`src/rtl/phys_reg_ready_table_pkg.sv`:
```
// Shared defaults for the physical-register ready table: register count,
// lookup/writeback port counts and the physical address type.
package phys_reg_ready_table_pkg;

    localparam int PHYS_REGS_DEFAULT  = 64;
    localparam int READ_PORTS_DEFAULT = 2;
    localparam int WB_PORTS_DEFAULT   = 3;
    localparam int PHYS_ADDR_W        = $clog2(PHYS_REGS_DEFAULT);

    typedef logic [PHYS_ADDR_W-1:0] phys_addr_t;

endpackage

```
`src/rtl/phys_reg_ready_table.sv`:
```
// Per-physical-register "write outstanding" table sitting just after rename.
// A rename sets the pending bit of the new destination; writeback, issue
// rollback and discarded retire clear it. Source operands in issue look up
// readiness combinationally. Physical register 0 is never tracked.
//
// Optional feature: define PHYS_READY_WB_BYPASS_EN to let a same-cycle
// writeback (not rollback/discard) wake up a matching lookup immediately.
module phys_reg_ready_table
    import phys_reg_ready_table_pkg::*;
#(
    parameter int PHYS_REGS  = PHYS_REGS_DEFAULT,
    parameter int READ_PORTS = READ_PORTS_DEFAULT,
    parameter int WB_PORTS   = WB_PORTS_DEFAULT,
    localparam int AW = $clog2(PHYS_REGS),
    localparam int CW = AW + 1
)(
    input  logic                     clk,
    input  logic                     rst,
    input  logic                     rename_valid,
    input  logic [AW-1:0]            rename_phys_addr,
    input  logic [WB_PORTS-1:0]      wb_valid,
    input  logic [WB_PORTS*AW-1:0]   wb_phys_addr,
    input  logic                     rollback_valid,
    input  logic [AW-1:0]            rollback_phys_addr,
    input  logic                     discard_valid,
    input  logic [AW-1:0]            discard_phys_addr,
    input  logic [READ_PORTS*AW-1:0] rs_phys_addr,
    output logic [READ_PORTS-1:0]    rs_ready,
    output logic [CW-1:0]            pending_count
);

    logic [PHYS_REGS-1:0] pending;
    logic [PHYS_REGS-1:0] pending_next;
    logic [PHYS_REGS-1:0] set_mask;
    logic [PHYS_REGS-1:0] clear_mask;
    logic [PHYS_REGS-1:0] cleared;
    logic                 set_effective;
    logic [CW-1:0]        cleared_cnt;
    logic [CW-1:0]        pending_count_next;

    // One-hot decode of the set source and OR of all clear sources
    always_comb begin
        set_mask   = '0;
        clear_mask = '0;
        if (rename_valid && rename_phys_addr != '0)
            set_mask[rename_phys_addr] = 1'b1;
        for (int i = 0; i < WB_PORTS; i++) begin
            if (wb_valid[i])
                clear_mask[wb_phys_addr[i*AW +: AW]] = 1'b1;
        end
        if (rollback_valid)
            clear_mask[rollback_phys_addr] = 1'b1;
        if (discard_valid)
            clear_mask[discard_phys_addr] = 1'b1;
    end

    // Next table state and count delta; set wins over clear on the same bit,
    // and only bits that actually flip 1->0 are subtracted from the count
    always_comb begin
        pending_next  = (pending & ~clear_mask) | set_mask;
        cleared       = pending & clear_mask & ~set_mask;
        set_effective = |(set_mask & ~pending);
        cleared_cnt   = '0;
        for (int k = 0; k < PHYS_REGS; k++)
            cleared_cnt = cleared_cnt + CW'(cleared[k]);
        pending_count_next = pending_count + CW'(set_effective) - cleared_cnt;
    end

    // State registers
    always_ff @(posedge clk or negedge rst) begin
        if (!rst) begin
            pending       <= '0;
            pending_count <= '0;
        end else begin
            pending       <= pending_next;
            pending_count <= pending_count_next;
        end
    end

    // Readiness lookups; address 0 is always ready
    always_comb begin
        rs_ready = '0;
        for (int j = 0; j < READ_PORTS; j++) begin
            rs_ready[j] = (rs_phys_addr[j*AW +: AW] == '0) ||
                          !pending[rs_phys_addr[j*AW +: AW]];
`ifdef PHYS_READY_WB_BYPASS_EN
            for (int i = 0; i < WB_PORTS; i++) begin
                if (wb_valid[i] && wb_phys_addr[i*AW +: AW] == rs_phys_addr[j*AW +: AW])
                    rs_ready[j] = 1'b1;
            end
`endif
        end
    end

    // A set and a clear of the same register in one cycle never happens in the pipeline
    a_no_set_clear_collision: assert property (@(posedge clk) disable iff (!rst)
        (set_mask & clear_mask) == '0)
        else $error("phys_reg_ready_table: set and clear of same register");

    // Register 0 is never set, so at most PHYS_REGS-1 bits can be pending
    a_count_range: assert property (@(posedge clk) disable iff (!rst)
        pending_count <= CW'(PHYS_REGS - 1))
        else $error("phys_reg_ready_table: pending_count out of range");

endmodule

```
`config.mk`:
```
export PLATFORM = sky130hd
export DESIGN_NAME = phys_reg_ready_table
export DESIGN_NICKNAME = d
export VERILOG_FILES = /design/src/rtl/phys_reg_ready_table_pkg.sv /design/src/rtl/phys_reg_ready_table.sv
export SDC_FILE = /design/constraint.sdc
export NUM_CORES = 1
export LEC_CHECK = 0
export BUFFER_PORTS_ARGS = -buffer_cell sky130_fd_sc_hd__buf_2
export CAP_MARGIN = 20
export CORE_MARGIN = 5
export CORE_UTILIZATION = 30
export CTS_BUF_LIST = sky130_fd_sc_hd__clkbuf_8
export DETAILED_ROUTE_END_ITERATION = 8
export SETUP_SLACK_MARGIN = 0.2
export SYNTH_ARGS = -nofsm -noshare
export SYNTH_HDL_FRONTEND = slang
export SYNTH_SLANG_ARGS = --single-unit
```
`constraint.sdc`:
```
create_clock -name clk -period 6.6 [get_ports clk]
set_clock_uncertainty 0.2 [all_clocks]
set_input_delay 0 -clock clk [delete_from_list [all_inputs] [get_ports clk]]
set_output_delay 0 -clock clk [all_outputs]
set_load 0.05 [all_outputs]
```
## Yosys cells after proc, flatten, opt, wreduce, memory -nomap -nowiden

Index checks and enable logic that the tools add are counted.
Widths: inputs -> output; s select.

| cells by class | value |
|---|---|
| mux-type cells | 22 |
| add/sub/neg operators | 65 |
| order comparisons | 14 |
| bitwise logic cells | 12 |
| equal/unequal tests | 0 |
| shift-type cells | 0 |
| $mul | 0 |
| reduce and logical (&&, ||, !) cells | 15 |
| div/mod/pow operators | 0 |

Operators by type and width:

| cell | number |
|---|---|
| $add 7x1->7 | 58 |
| $mux 64 | 6 |
| $or 64x64->64 | 5 |
| $and 64x64->64 | 4 |
| $not 64->64 | 3 |
| $reduce_or 64->1 | 1 |
| $lt 6x7->1 const B | 8 |
| $demux 1 s6 | 6 |
| $ge 6x1->1 const B | 6 |
| $bmux 1 s6 | 2 |
| $logic_not 6->1 | 2 |
| $mux 1 | 8 |
| $add 6x1->7 | 1 |
| $logic_and 1x1->1 | 7 |
| $sub 7x7->7 | 1 |
| $add 5x1->6 | 1 |
| $reduce_bool 6->1 | 1 |
| $add 4x1->5 | 1 |
| $add 3x1->4 | 1 |
| $add 2x1->3 | 1 |
| $add 1x1->2 | 1 |
| $logic_not 1->1 | 2 |
| $logic_or 1x1->1 | 2 |

| word-level totals | value |
|---|---|
| RAM bits | 0 |
| bits in read-only memories | 0 |
| logic and storage cells | 130 |
| bits of input ports | 56 |
| output and inout bits | 9 |
| bits in latches | 0 |
| flip-flop bits (word level) | 71 |
| memories | 0 |

## Depth between registers and ports, before layout

| depth | value |
|---|---|
| word-level depth | 79 |
| gate-level depth with buffers | 29 |
| gate-level depth less buffers | 27 |

## Worst setup path before layout

Ideal clock, no wire load.

| timing path | value |
|---|---|
| path kind | input to register |
| start point | input port rename_phys_addr[2] |
| end point | register pending_count[5] |
| setup slack | -0.378 ns |
| stages | 24 |
| buffers on the path | 2 |
| setup time | 0.123 ns |
| arrival | 6.656 ns |
| required time | 6.277 ns |
| cell sequence | buf_4 or4bb_2 clkbuf_1 o21ai_0 nor2_1 fa_1 inv_1 ha_1 fa_1 inv_1 fa_1 inv_1 fa_1 fa_1 fa_1 fa_1 inv_1 fa_1 fa_1 inv_1 ha_1 inv_1 fa_1 xnor2_1 |

| between the ends | value |
|---|---|
| longest elaborated chain between the ends | 71 |
| elaborated cells between the ends (all ways) | 77 |
| classes of those cells | 65 x add/sub; 2 x order compare; 3 x mux; 3 x bitwise; 4 x reduce/logical |

RTL lines:

| what | line | RTL |
|---|---|---|
| start: declaration | phys_reg_ready_table.sv:20 | `input logic [AW-1:0] rename_phys_addr,` |
| $lt 6x7->1 (implied by the code) / $ge 6x1->1 (equally long branches) | phys_reg_ready_table.sv:46 | `set_mask[rename_phys_addr] = 1'b1;` |
| $logic_and 1x1->1 (implied by the code) | phys_reg_ready_table.sv:46 |  |
| $mux 1 (implied by the code) | phys_reg_ready_table.sv:46 |  |
| $demux 1 s6 | phys_reg_ready_table.sv:46 |  |
| $mux 64 (*) | phys_reg_ready_table.sv:45 | `if (rename_valid && rename_phys_addr != '0)` |
| $not 64->64 | phys_reg_ready_table.sv:61 | `cleared = pending & clear_mask & ~set_mask;` |
| $and 64x64->64 | phys_reg_ready_table.sv:61 |  |
| $add 1x1->2 | phys_reg_ready_table.sv:65 | `cleared_cnt = cleared_cnt + CW'(cleared[k]);` |
| $add 2x1->3 | phys_reg_ready_table.sv:65 |  |
| $add 3x1->4 | phys_reg_ready_table.sv:65 |  |
| $add 4x1->5 | phys_reg_ready_table.sv:65 |  |
| $add 5x1->6 | phys_reg_ready_table.sv:65 |  |
| $add 6x1->7 | phys_reg_ready_table.sv:65 |  |
| $add 7x1->7 (57 in a row) | phys_reg_ready_table.sv:65 |  |
| $sub 7x7->7 (*) | phys_reg_ready_table.sv:66 | `pending_count_next = pending_count + CW'(set_effective) - cleared_cnt;` |
| via pending_count_next[5] | phys_reg_ready_table.sv:39 | `logic [CW-1:0] pending_count_next;` |
| end signal: assignment | phys_reg_ready_table.sv:76 | `pending_count <= pending_count_next;` |
| end: declaration | phys_reg_ready_table.sv:29 | `output logic [CW-1:0] pending_count` |

The timed path passes the listed nets; every way through them passes the cells marked *.

## Worst setup path after layout

| timing path | value |
|---|---|
| start point | input port wb_phys_addr[15] |
| end point | register pending_count[4] |

| between the ends | value |
|---|---|
| longest elaborated chain between the ends | 76 |
| elaborated cells between the ends (all ways) | 77 |
| classes of those cells | 64 x add/sub; 2 x order compare; 5 x mux; 5 x bitwise; 1 x reduce/logical |

RTL lines:

| what | line | RTL |
|---|---|---|
| start: declaration | phys_reg_ready_table.sv:22 | `input logic [WB_PORTS*AW-1:0] wb_phys_addr,` |
| $lt 6x7->1 (implied by the code) / $ge 6x1->1 (equally long branches) | phys_reg_ready_table.sv:49 | `clear_mask[wb_phys_addr[i*AW +: AW]] = 1'b1;` |
| $logic_and 1x1->1 (implied by the code) | phys_reg_ready_table.sv:49 |  |
| $mux 1 (implied by the code) | phys_reg_ready_table.sv:49 |  |
| $demux 1 s6 (*) | phys_reg_ready_table.sv:49 |  |
| $or 64x64->64 (no source line) (*) | - |  |
| $mux 64 (*) | phys_reg_ready_table.sv:48 | `if (wb_valid[i])` |
| $or 64x64->64 (no source line) | - |  |
| $mux 64 (*) | phys_reg_ready_table.sv:51 | `if (rollback_valid)` |
| (+6 left out) | - |  |
| $add 3x1->4 | phys_reg_ready_table.sv:65 |  |
| $add 4x1->5 | phys_reg_ready_table.sv:65 |  |
| $add 5x1->6 | phys_reg_ready_table.sv:65 |  |
| $add 6x1->7 | phys_reg_ready_table.sv:65 |  |
| $add 7x1->7 (56 in a row) | phys_reg_ready_table.sv:65 |  |
| $add 7x1->7 (*) | phys_reg_ready_table.sv:65 |  |
| $sub 7x7->7 (*) | phys_reg_ready_table.sv:66 |  |
| via pending_count_next[4] | phys_reg_ready_table.sv:39 |  |

Marks and branches as above.

==> impl_metrics.sql <==
INSERT INTO impl_metrics (metric_group, metric, value, unit) VALUES
('sta', 'setup-violations-final', '0', ''),
('die', 'num_io_pins', '65', ''),
('sta', 'slew_violations', '0', ''),
('grt', 'grt_start_max_net_pins', '72', ''),
('die', 'rows', '65', ''),
('critical_path', 'category_of_the_worst_setup_path_launch_point', 'input pin', ''),
('logic_synthesis', 'postSynthAreaPerCell', '8.156', 'um2'),
('die', 'chip_height', '187.8', 'um'),
('final_layout', 'num-nets-final', '1736', ''),
('critical_path', 'critPathKind', 'in2reg', ''),
('cts', 'clk_pin_slew_worst_paths', '0.09', 'ns'),
('logic_synthesis', 'synth_async_sr_flop_share', '100.0', '%'),
('job', 'maxCapViolations', '0', ''),
('sta', 'hold_viol', '0', ''),
('route', 'average_via_count_per_standard_cell', '5.684', ''),
('worst_hold_path', 'timing.hold.worst_endpoint', 'pending[28]', ''),
('die', 'floorplan.core_area', '0.03139', 'mm2'),
('sta', 'tns', '0', 'ns'),
('route', 'drt_iter0_drc', '1359', ''),
('cts', 'cts.sink_count', '71', ''),
('grt', 'number_of_antenna_violations_at_the_first_check_in_global_routing', '0', ''),
('sta', 'max_slew.worst_pin.slew', '0.9973', 'ns'),
('cts', 'clk-insertion-delay-late', '0.38', 'ns'),
('cts', 'number_of_clock_buffers_inserted_by_tritoncts', '9', ''),
('power', 'static_power_due_to_leakage', '5.973', 'nW'),
('sta', 'period_needed', '6.463', 'ns'),
('route', 'finalWirelength', '43570', 'um'),
('grt', 'grt_first_pass_wirelength', '65890', 'um'),
('critical_path', 'cp_data_arrival_time', '6.55', 'ns'),
('critical_path', 'worstPathRequired', '6.69', 'ns'),
('cts', 'clk_path_buf_depth', '2', ''),
('route', 'routed-via-count', '11169', ''),
('critical_path', 'crit_path_max_fanout', '6', ''),
('critical_path', 'worst_r2r_path_depth', '20', ''),
('logic_synthesis', 'count_of_warnings_emitted_by_yosys', '0', ''),
('logic_synthesis', 'synthFlopType', 'sky130_fd_sc_hd__dfrtp_1', ''),
('worst_hold_path', 'hold_path.startpoint', 'rename_phys_addr[0]', ''),
('place', 'gpl.final_weighted_congestion', '0.9875', ''),
('worst_hold_path', 'timing.hold.worst_path_depth', '6', ''),
('sta', 'max_freq', '0.1547', 'GHz'),
('grt', 'first_global_vias', '10790', ''),
('route', 'route.detailed.drc', '0', ''),
('cts', 'clk_root_buffer_cell', 'sky130_fd_sc_hd__clkbuf_8', ''),
('die', 'initial_core_util', '30.22', '%'),
('sta', 'worst_hold_slack', '0.01994', 'ns'),
('logic_synthesis', 'synth.top_cell.area_share', '18.73', '%'),
('logic_synthesis', 'postSynthRegisterBits', '71', ''),
('cts', 'clock_tree_from_tritoncts', 'built', ''),
('critical_path', 'cp-end-kind', 'flop', ''),
('power', 'power_density', '258.7', 'mW/mm2'),
('logic_synthesis', 'mapped_area', '0.009485', 'mm2'),
('logic_synthesis', 'synth-edff-count', '0', ''),
('logic_synthesis', 'post_synth_most_frequent_cells', '137 x sky130_fd_sc_hd__o22ai_1, 124 x sky130_fd_sc_hd__nor2_1, 109 x sky130_fd_sc_hd__nand2_1', ''),
('logic_synthesis', 'sequential_to_total_area_share_from_yosys_stat', '18.73', '%'),
('route', 'wire_per_inst', '22.17', 'um'),
('sta', 'max_slew_margin', '33.51', '%'),
('place', 'port_buffers', '64', ''),
('outcome', 'outcome', 'finished, final reports clean', ''),
('critical_path', 'worst_reg2reg_path_endpoint', 'pending_count[4]', ''),
('logic_synthesis', 'synth_top_cells_by_area', 'sky130_fd_sc_hd__dfrtp_1 19%, sky130_fd_sc_hd__fa_1 13%, sky130_fd_sc_hd__o22ai_1 9.0%, sky130_fd_sc_hd__ha_1 8.0%, sky130_fd_sc_hd__mux4_2 7.6%', ''),
('power', 'worst_ir_drop_on_vdd', '0.8445', 'mV'),
('cts', 'clock_tree.htree_level_count', '3', ''),
('final_layout', 'final_layout_size_suffix_gt1_share', '39.37', '%'),
('logic_synthesis', 'post_synth_inst_count', '1163', ''),
('sta', 'min_period_over_period', '97.93', '%'),
('critical_path', 'timing.reg2reg.setup_slack', '0.29', 'ns'),
('logic_synthesis', 'yosysUniqueCellTypes', '59', ''),
('die', 'fp.dieArea', '0.03527', 'mm2'),
('route', 'drtPass1Iterations', '5', ''),
('logic_synthesis', 'post-synth-top-count-cell', 'sky130_fd_sc_hd__o22ai_1', ''),
('die', 'floorplan.die.width', '187.8', 'um');
layout make-up:
type | instances | area (um2)
Clock buffer | 10 | 137.6
Tap cell | 402 | 503.0
Multi-Input combinational cell | 919 | 7405
Inverter | 107 | 401.6
Fill cell | 3130 | 17730
Antenna cell | 1 | 2.502
Timing Repair Buffer | 449 | 3379
Clock inverter | 6 | 61.31
Sequential cell | 71 | 1777
per-layer routing:
metal / track usage, % / wire length (um)
met1: 34.29 / 18330
met2: 38.18 / 19800
met3: 3.593 / 4125
met4: 6.296 / 1325
met5: 0 / 0
kinds of logic after synthesis:
logic type | synth area share (%)
compound gates | 17.73
simple gates | 24.47
buf+inv | 7.400
flops | 18.73
fa+ha+maj | 21.13
mux | 9.801
xor+xnor | 0.7387
power breakdown:
part           switching, mW  total, mW  internal [mW]
sequential            0.0765      0.631          0.555
combinational           1.29       2.53           1.24
clock                  0.192      0.375          0.184
total                   1.56       3.54           1.97
repair_timing:
| action | in CTS | in global routing |
|---|---|---|
| hold buffers | 6 | 0 |
| cloned | 0 | 1 |
| gates resized for setup | 54 | 42 |
| endpoints found under the hold margin | 78 | 0 |
| pin swaps | 21 | 21 |
| buffers inserted | 5 | 7 |
| setup endpoints to repair | 3 | 3 |
sequential cells by signal, indices dropped and copies added (netlist names):
register	flops
pending_count	7
pending	64
worst max-delay path, cell delays in order:
cell and delay (ns):
sky130_fd_sc_hd__buf_6 0.09, sky130_fd_sc_hd__buf_6 0.12, sky130_fd_sc_hd__or3_4 0.42, sky130_fd_sc_hd__buf_6 0.14, sky130_fd_sc_hd__o22ai_2 0.12, sky130_fd_sc_hd__nor3_2 0.08
sky130_fd_sc_hd__or2_1 0.28, sky130_fd_sc_hd__fa_2 0.51, sky130_fd_sc_hd__ha_4 0.18, sky130_fd_sc_hd__fa_1 0.51, sky130_fd_sc_hd__inv_2 0.05, sky130_fd_sc_hd__fa_2 0.33
sky130_fd_sc_hd__inv_2 0.06, sky130_fd_sc_hd__fa_1 0.42, sky130_fd_sc_hd__fa_2 0.56, sky130_fd_sc_hd__fa_2 0.46, sky130_fd_sc_hd__fa_2 0.38, sky130_fd_sc_hd__fa_1 0.56
sky130_fd_sc_hd__inv_2 0.04, sky130_fd_sc_hd__fa_2 0.44, sky130_fd_sc_hd__inv_2 0.08, sky130_fd_sc_hd__ha_4 0.13, sky130_fd_sc_hd__inv_2 0.03, sky130_fd_sc_hd__fa_2 0.51
sky130_fd_sc_hd__inv_1 0.03
layout by cell type, fill, tap and decap left out, types with 11 or more instances in the layout:
master	instances
sky130_fd_sc_hd__o22ai_1	131
sky130_fd_sc_hd__dfrtp_1	71
sky130_fd_sc_hd__o21ai_0	69
sky130_fd_sc_hd__mux2i_1	13
sky130_fd_sc_hd__nor2b_1	12
sky130_fd_sc_hd__nand3_1	27
sky130_fd_sc_hd__inv_1	97
sky130_fd_sc_hd__inv_2	11
sky130_fd_sc_hd__mux4_2	32
sky130_fd_sc_hd__nor2_1	113
sky130_fd_sc_hd__buf_4	364
sky130_fd_sc_hd__nand2_1	99
sky130_fd_sc_hd__nand3b_1	32
sky130_fd_sc_hd__nor3_2	14
sky130_fd_sc_hd__fa_2	14
sky130_fd_sc_hd__buf_2	63
sky130_fd_sc_hd__ha_1	58
sky130_fd_sc_hd__nor3b_1	11
sky130_fd_sc_hd__fa_1	48
sky130_fd_sc_hd__nor3_1	54
metrics by stage:
stage          cells  area [um2]  setup slack (ns)  power [mW]  util, %
2_1_floorplan   1163        9686           0.06905       2.186        -
3_3_place_gp    1929       12940           -0.4899       2.900    41.22
3_5_place_dp    1929       12940           -0.4877       2.954    41.22
4_1_cts         1956       13440            0.1701       3.426    42.81
5_1_grt         1964       13660          -0.01927       3.885    43.53
6_report        1965       13670            0.1368       3.535    43.54
how the worst max path moves through the flow:
stage | start | to | slack (ns) | cells past startpoint
floorplan | wb_phys_addr[11] | pending_count[4] | 0.07 | 24
global placement | discard_valid | pending_count[4] | -0.49 | 30
detailed placement | discard_valid | pending_count[4] | -0.49 | 30
CTS | rename_phys_addr[2] | pending_count[4] | 0.17 | 25
global route | wb_valid[2] | pending_count[4] | -0.02 | 27
finish | wb_phys_addr[15] | pending_count[4] | 0.14 | 25
Note: power is estimated with default switching activity, not from simulation.
